File: src/rtl/ex_sched.sv
// ex_sched: execute-stage scheduler for the 16-bit core's ALU.
//
// Buffers decoded ALU instructions in a small circular FIFO, issues at most one per cycle
// by driving the register-file read addresses and the ALU op/select controls, and holds
// the registered ALU result (exout) that both feeds writeback and serves as the
// forwarding source for back-to-back dependent instructions.
//
// Build option:
//   EX_SCHED_FWD_EN  defined   -> distance-1 hazards are forwarded via alu_select, no stalls.
//                    undefined -> alu_select stays 00; a distance-1 hazard stalls one cycle
//                                 so the producer's writeback lands in the register file.
//
// Ports:
//   i_clk, i_rst                 clock (rising edge), asynchronous active-high reset
//   i_in_valid / o_in_ready      decode handshake; transfer when both high
//   i_in_op                      01 add, 10 and, 00/11 NOP
//   i_in_rd, i_in_rs1, i_in_rs2  destination and source register addresses
//   i_flush                      synchronous discard of buffered and in-flight work
//   o_rf_ra, o_rf_rb             register-file read addresses (ALU ain/bin)
//   o_alu_op, o_alu_select       ALU controls; select bit1 = A from exout, bit0 = B from exout
//   o_alu_go                     an instruction issues this cycle
//   i_alu_result                 combinational ALU result
//   o_exout                      registered previous ALU result
//   o_wb_valid, o_wb_rd, o_wb_data  register-file write port (always accepted)

module ex_sched #(
  parameter int unsigned REG_AW = 3,
  parameter int unsigned DEPTH  = 2
) (
  input  logic              i_clk,
  input  logic              i_rst,
  input  logic              i_in_valid,
  output logic              o_in_ready,
  input  logic [1:0]        i_in_op,
  input  logic [REG_AW-1:0] i_in_rd,
  input  logic [REG_AW-1:0] i_in_rs1,
  input  logic [REG_AW-1:0] i_in_rs2,
  input  logic              i_flush,
  output logic [REG_AW-1:0] o_rf_ra,
  output logic [REG_AW-1:0] o_rf_rb,
  output logic [1:0]        o_alu_op,
  output logic [1:0]        o_alu_select,
  output logic              o_alu_go,
  input  logic [15:0]       i_alu_result,
  output logic [15:0]       o_exout,
  output logic              o_wb_valid,
  output logic [REG_AW-1:0] o_wb_rd,
  output logic [15:0]       o_wb_data
);

  localparam int unsigned PTR_W = (DEPTH > 1) ? $clog2(DEPTH) : 1;
  localparam int unsigned CNT_W = $clog2(DEPTH + 1);
  localparam int unsigned ENT_W = 2 + 3 * REG_AW;

  // FIFO storage and state
  logic [ENT_W-1:0]  r_mem [DEPTH];
  logic [PTR_W-1:0]  r_wptr;
  logic [PTR_W-1:0]  r_rptr;
  logic [CNT_W-1:0]  r_count;

  // Execute register
  logic [15:0]       r_exout;
  logic [REG_AW-1:0] r_ex_rd;
  logic              r_ex_valid;

  // Head-of-FIFO fields
  logic [1:0]        w_head_op;
  logic [REG_AW-1:0] w_head_rd;
  logic [REG_AW-1:0] w_head_rs1;
  logic [REG_AW-1:0] w_head_rs2;

  logic              w_nonempty;
  logic              w_full;
  logic              w_hz_a;
  logic              w_hz_b;
  logic              w_stall;
  logic [1:0]        w_sel;
  logic              w_issue;
  logic              w_push;
  logic              w_head_writes;
  logic [CNT_W-1:0]  w_count_nxt;

  assign {w_head_op, w_head_rd, w_head_rs1, w_head_rs2} = r_mem[r_rptr];

  assign w_nonempty = (r_count != '0);
  assign w_full     = (r_count == CNT_W'(DEPTH));

  // Distance-1 hazard: a source matches the result currently sitting in exout.
  // Distance >= 2 is already in the register file, so nothing to do there.
  assign w_hz_a = r_ex_valid && (w_head_rs1 == r_ex_rd);
  assign w_hz_b = r_ex_valid && (w_head_rs2 == r_ex_rd);

`ifdef EX_SCHED_FWD_EN
  assign w_stall = 1'b0;
  assign w_sel   = {w_hz_a, w_hz_b};
`else
  // The bubble clears ex_valid, so the retry next cycle sees no hazard and reads the
  // freshly written register file.
  assign w_stall = w_hz_a | w_hz_b;
  assign w_sel   = 2'b00;
`endif

  assign w_issue       = w_nonempty && !i_flush && !w_stall;
  // A push coinciding with flush is dropped.
  assign w_push        = i_in_valid && !w_full && !i_flush;
  // NOPs issue but never write back and never become a forwarding source.
  assign w_head_writes = (w_head_op == 2'b01) || (w_head_op == 2'b10);

  // in_ready depends only on registered occupancy.
  assign o_in_ready = !w_full;

  always_comb begin
    o_alu_go     = w_issue;
    o_alu_op     = 2'b00;
    o_alu_select = 2'b00;
    o_rf_ra      = '0;
    o_rf_rb      = '0;
    if (w_nonempty) begin
      o_rf_ra = w_head_rs1;
      o_rf_rb = w_head_rs2;
    end
    if (w_issue) begin
      o_alu_op     = w_head_op;
      o_alu_select = w_sel;
    end
  end

  always_comb begin
    w_count_nxt = r_count;
    unique case ({w_push, w_issue})
      2'b10:   w_count_nxt = r_count + CNT_W'(1);
      2'b01:   w_count_nxt = r_count - CNT_W'(1);
      default: w_count_nxt = r_count;
    endcase
  end

  // Payload storage needs no reset: entries are only read while counted as valid.
  always_ff @(posedge i_clk) begin
    if (w_push) begin
      r_mem[r_wptr] <= {i_in_op, i_in_rd, i_in_rs1, i_in_rs2};
    end
  end

  always_ff @(posedge i_clk or posedge i_rst) begin
    if (i_rst) begin
      r_wptr     <= '0;
      r_rptr     <= '0;
      r_count    <= '0;
      r_exout    <= '0;
      r_ex_rd    <= '0;
      r_ex_valid <= 1'b0;
    end else if (i_flush) begin
      // exout and ex_rd deliberately hold across a flush.
      r_wptr     <= '0;
      r_rptr     <= '0;
      r_count    <= '0;
      r_ex_valid <= 1'b0;
    end else begin
      // DEPTH is a power of two, so pointers wrap naturally.
      if (w_push) begin
        r_wptr <= r_wptr + PTR_W'(1);
      end
      if (w_issue) begin
        r_rptr     <= r_rptr + PTR_W'(1);
        r_exout    <= i_alu_result;
        r_ex_rd    <= w_head_rd;
        r_ex_valid <= w_head_writes;
      end else begin
        r_ex_valid <= 1'b0;
      end
      r_count <= w_count_nxt;
    end
  end

  assign o_exout    = r_exout;
  assign o_wb_valid = r_ex_valid;
  assign o_wb_rd    = r_ex_rd;
  assign o_wb_data  = r_exout;

endmodule
File: config.mk
export PLATFORM = sky130hd
export DESIGN_NAME = ex_sched
export DESIGN_NICKNAME = d
export VERILOG_FILES = /design/src/rtl/ex_sched.sv
export SDC_FILE = /design/constraint.sdc
export NUM_CORES = 1
export LEC_CHECK = 0
export ABC_AREA = 1
export CAP_MARGIN = 20
export CORE_MARGIN = 2
export CORE_UTILIZATION = 40
export CTS_CLUSTER_DIAMETER = 30
export DETAILED_ROUTE_END_ITERATION = 16
export GPL_TIMING_DRIVEN = 0
export PLACE_DENSITY = 0.76
export SLEW_MARGIN = 20
export SYNTH_ARGS = -nofsm -noshare
export SYNTH_HDL_FRONTEND = slang
export SYNTH_SLANG_ARGS = --single-unit
File: constraint.sdc
create_clock -name i_clk -period 1.75 [get_ports i_clk]
set_clock_uncertainty 0.1 [all_clocks]
set_input_delay 0.35 -clock i_clk [delete_from_list [all_inputs] [get_ports i_clk]]
set_output_delay 0.35 -clock i_clk [all_outputs]
set_load 0.02 [all_outputs]
==> metrics <==
Least-Margin Pin Slew 0.925 ns; Die W 77.1 um; PortBufs 76; crit path time final about 2.3 ns; Core Area 0.00514 sq mm; residual DRC count 0; total CTS buffers 5; Final HPWL DP between 3000 and 4000 um; failing checks negative setup slack; Hold Crit Class reg2reg; Syn Area/Cell roughly 9.4 sq um; CTS tree built; Fin. Hold Viols 0; CP required roughly 1.3 ns; gr usage total 0.165; slowest CP cell dfrtp_2; Clk Latency, worst-skew pair 0.30 ns; crit path DAT about 1.8 ns; share of post-route cells with drive strength above 1 0.240; final period utilization 1.31; Vias 1763; first-pass iteration count of the detailed router 4; FILL cells about 460; Max Cap Violations 0; Yosys Warn Count 0; Worst Setup Slack, final -0.539 ns; Pins Over Slew Limit 0; antenna violations before repair 0; vias per cell ~4.5; post-synth cell types 20; DR WL/cell between 10 and 15 um; CTS HTree Levels 2; Worst setup SP type register; cts hold-fix bufs 0; vias in the first global route 1662; Power Total ~5600 uW; synthesized cell area approximately 0.0021 sq mm; Peak VDD IR about 0.80 mV; FF-to-FF setup slack -0.09 ns; top-area cell type share of the netlist area 0.309; Clock Path Buffers 2; CP max FO 7; Die H a little under 80 um; first-pass GRT wire length 7760 um; Area contributors post-synth edfxtp_1 31%, dfrtp_1 28%, nand2_1 17%; Std-Cell Rows 26; Setup Viol. Count Final 26; sequential fraction of the synthesis area 0.591; status complete, but fails checks; Cell Pwr Density roughly 1700 mW/mm^2; Layout area overhead 51.1%; placed instance count 375; post-synthesis register bit count between 40 and 50; non-filler instance count after layout slightly below 400; clk sinks 46; Post-DRT Antenna Nets 0; Mapped Cells 228; largest net degree at the start of global routing 25; Starting Density 0.416; Die ar. ~0.0059 sq mm; GP Congestion about 0.83; CP cell instances inv_6 > nand2_2 > nand2_1 > nand2_1 > nand2_1 > nand3_2 > nand2_2 > nand2_2 > nand2_4 > inv_4 > buf_8 > buf_6; clk root buf clkbuf_8; CP endpoint kind primary output; maximum clock rate between 400 and 500 MHz; slew margin rel. 0.383; Synth area leader edfxtp_1; number of diodes 0; RSZ-0062 raised after global routing true; final wirelength a little under 5000 um; grt total ovfl 0; Reg clk slew, reported paths about 0.090 ns; Pleak 0.00164 uW; initial DRC count between 70 and 80; IO Pins 79; Crit path largest cell delay ~0.50 ns; Setup CP Type reg2out; Final #Nets 351
repair_timing:
item | CTS | global route
resized for setup | 98 | 13
pin swaps | 8 | 0
setup endpoints to repair | 84 | 39
setup buffers | 7 | 0
cloned | 1 | 0
layer usage:
layer | track usage | share of wire | up-vias
met2 | 0.276 | 0.49 | 61
li1 | - | - | 882
met4 | 0.0554 | 0.014 | 0
met5 | 0 | 0 | -
met3 | 0.0424 | 0.057 | 5
met1 | 0.208 | 0.44 | 815
metrics by stage:
step / util / cell area [sq um] / hold WS, ns / setup TNS (ns) / setup slack, ns
after floorplan: - / 2170 / 0.265 / -0.0801 / -0.0511
after global placement: 0.588 / 3020 / 0.386 / -11.50 / -0.806
after detailed placement: 0.588 / 3020 / 0.391 / -13.15 / -0.819
after CTS: 0.623 / 3200 / 0.412 / -2.77 / -0.516
after global routing: 0.628 / 3230 / 0.439 / -5.18 / -0.618
final: 0.628 / 3230 / 0.406 / -3.11 / -0.539
path summary, 6_finish.rpt:
kind,from,end,depth (start not counted)
max reg2reg,r_rptr,o_exout[4],14
min reg2reg,o_exout[11],o_exout[11],2
min,o_exout[11],o_exout[11],2
min in group asynchronous,i_rst,o_wb_rd[0],2
max,r_rptr,o_alu_go,12
max in group asynchronous,i_rst,r_rptr,2
Yosys cell counts:
| master | number |
|---|---|
| inv_4 | 1 |
| dfrtp_1 | 24 |
| o21ai_2 | 3 |
| inv_1 | 15 |
| nand3_1 | 14 |
| xnor2_1 | 2 |
| buf_4 | 20 |
| o21ai_1 | 2 |
| buf_6 | 3 |
| o21bai_1 | 1 |
| nor2_1 | 10 |
| nand2_1 | 94 |
| nand2_4 | 1 |
| mux2i_1 | 2 |
| nand4_1 | 1 |
| inv_2 | 2 |
| a21oi_1 | 4 |
| nand2_2 | 6 |
| conb_1 | 1 |
| edfxtp_1 | 22 |
cell usage in the layout, fill, tap and decap left out, drive strengths merged:
cell,synthesis,final
nand2,101,101
buf,23,38
clkdlybuf4s50,0,30
dlygate4sd2,0,30
dfrtp,24,24
edfxtp,22,22
inv,18,19
nand3,14,14
nor2,10,10
dlymetal6s2s,0,7
clkbuf,0,7
o21ai,5,5
a21oi,4,4
mux2i,2,2
xnor2,2,2
conb,1,2
nand4,1,1
o21bai,1,1
clkinv,0,1
clkdlybuf4s15,0,1
cell families (layout without fill, tap and decap cells):
group	Yosys count	count (layout)	share of synthesized area
AOI/OAI and AO/OA	10	10	0.0299
xor gates and xnor gates	2	2	0.00820
buffers and inverters	41	133	0.119
DFF	46	46	0.591
muxes	2	2	0.00937
other	1	2	0.00176
and+or+nand+nor	126	126	0.241
power by group:
part / leakage [uW] / switching [uW] / internal, uW
clock: 0.0000399 / 348 / 279
combinational: 0.00110 / 1800 / 1440
sequential: 0.000501 / 264 / 1440
registers in the layout, indices dropped and copies added, names as in the netlist:
register,count
o_exout,16
o_wb_rd,3
o_wb_valid,1
r_count,2
r_mem,22
r_rptr,1
r_wptr,1
final cells by class:
type | instances | area (sq um) | share of cell area
Inverter | 18 | 75.1 | 0.0233
Multi-Input combinational cell | 142 | 718 | 0.223
Sequential cell | 46 | 1260 | 0.391
Clock buffer | 7 | 76.3 | 0.0237
Timing Repair inverter | 1 | 3.75 | 0.00116
Tap cell | 70 | 87.6 | 0.0271
Clock inverter | 1 | 3.75 | 0.00116
Timing Repair Buffer | 83 | 801 | 0.248
Buffer | 23 | 199 | 0.0617
critical path: cells and delay by family, from the launching register on:
family                 cells  cell delay [ns]
DFF                        1             0.50
and+or+nand+nor            8             0.61
buffers and inverters      4             0.42
Note: power is estimated with default switching activity, not from simulation.
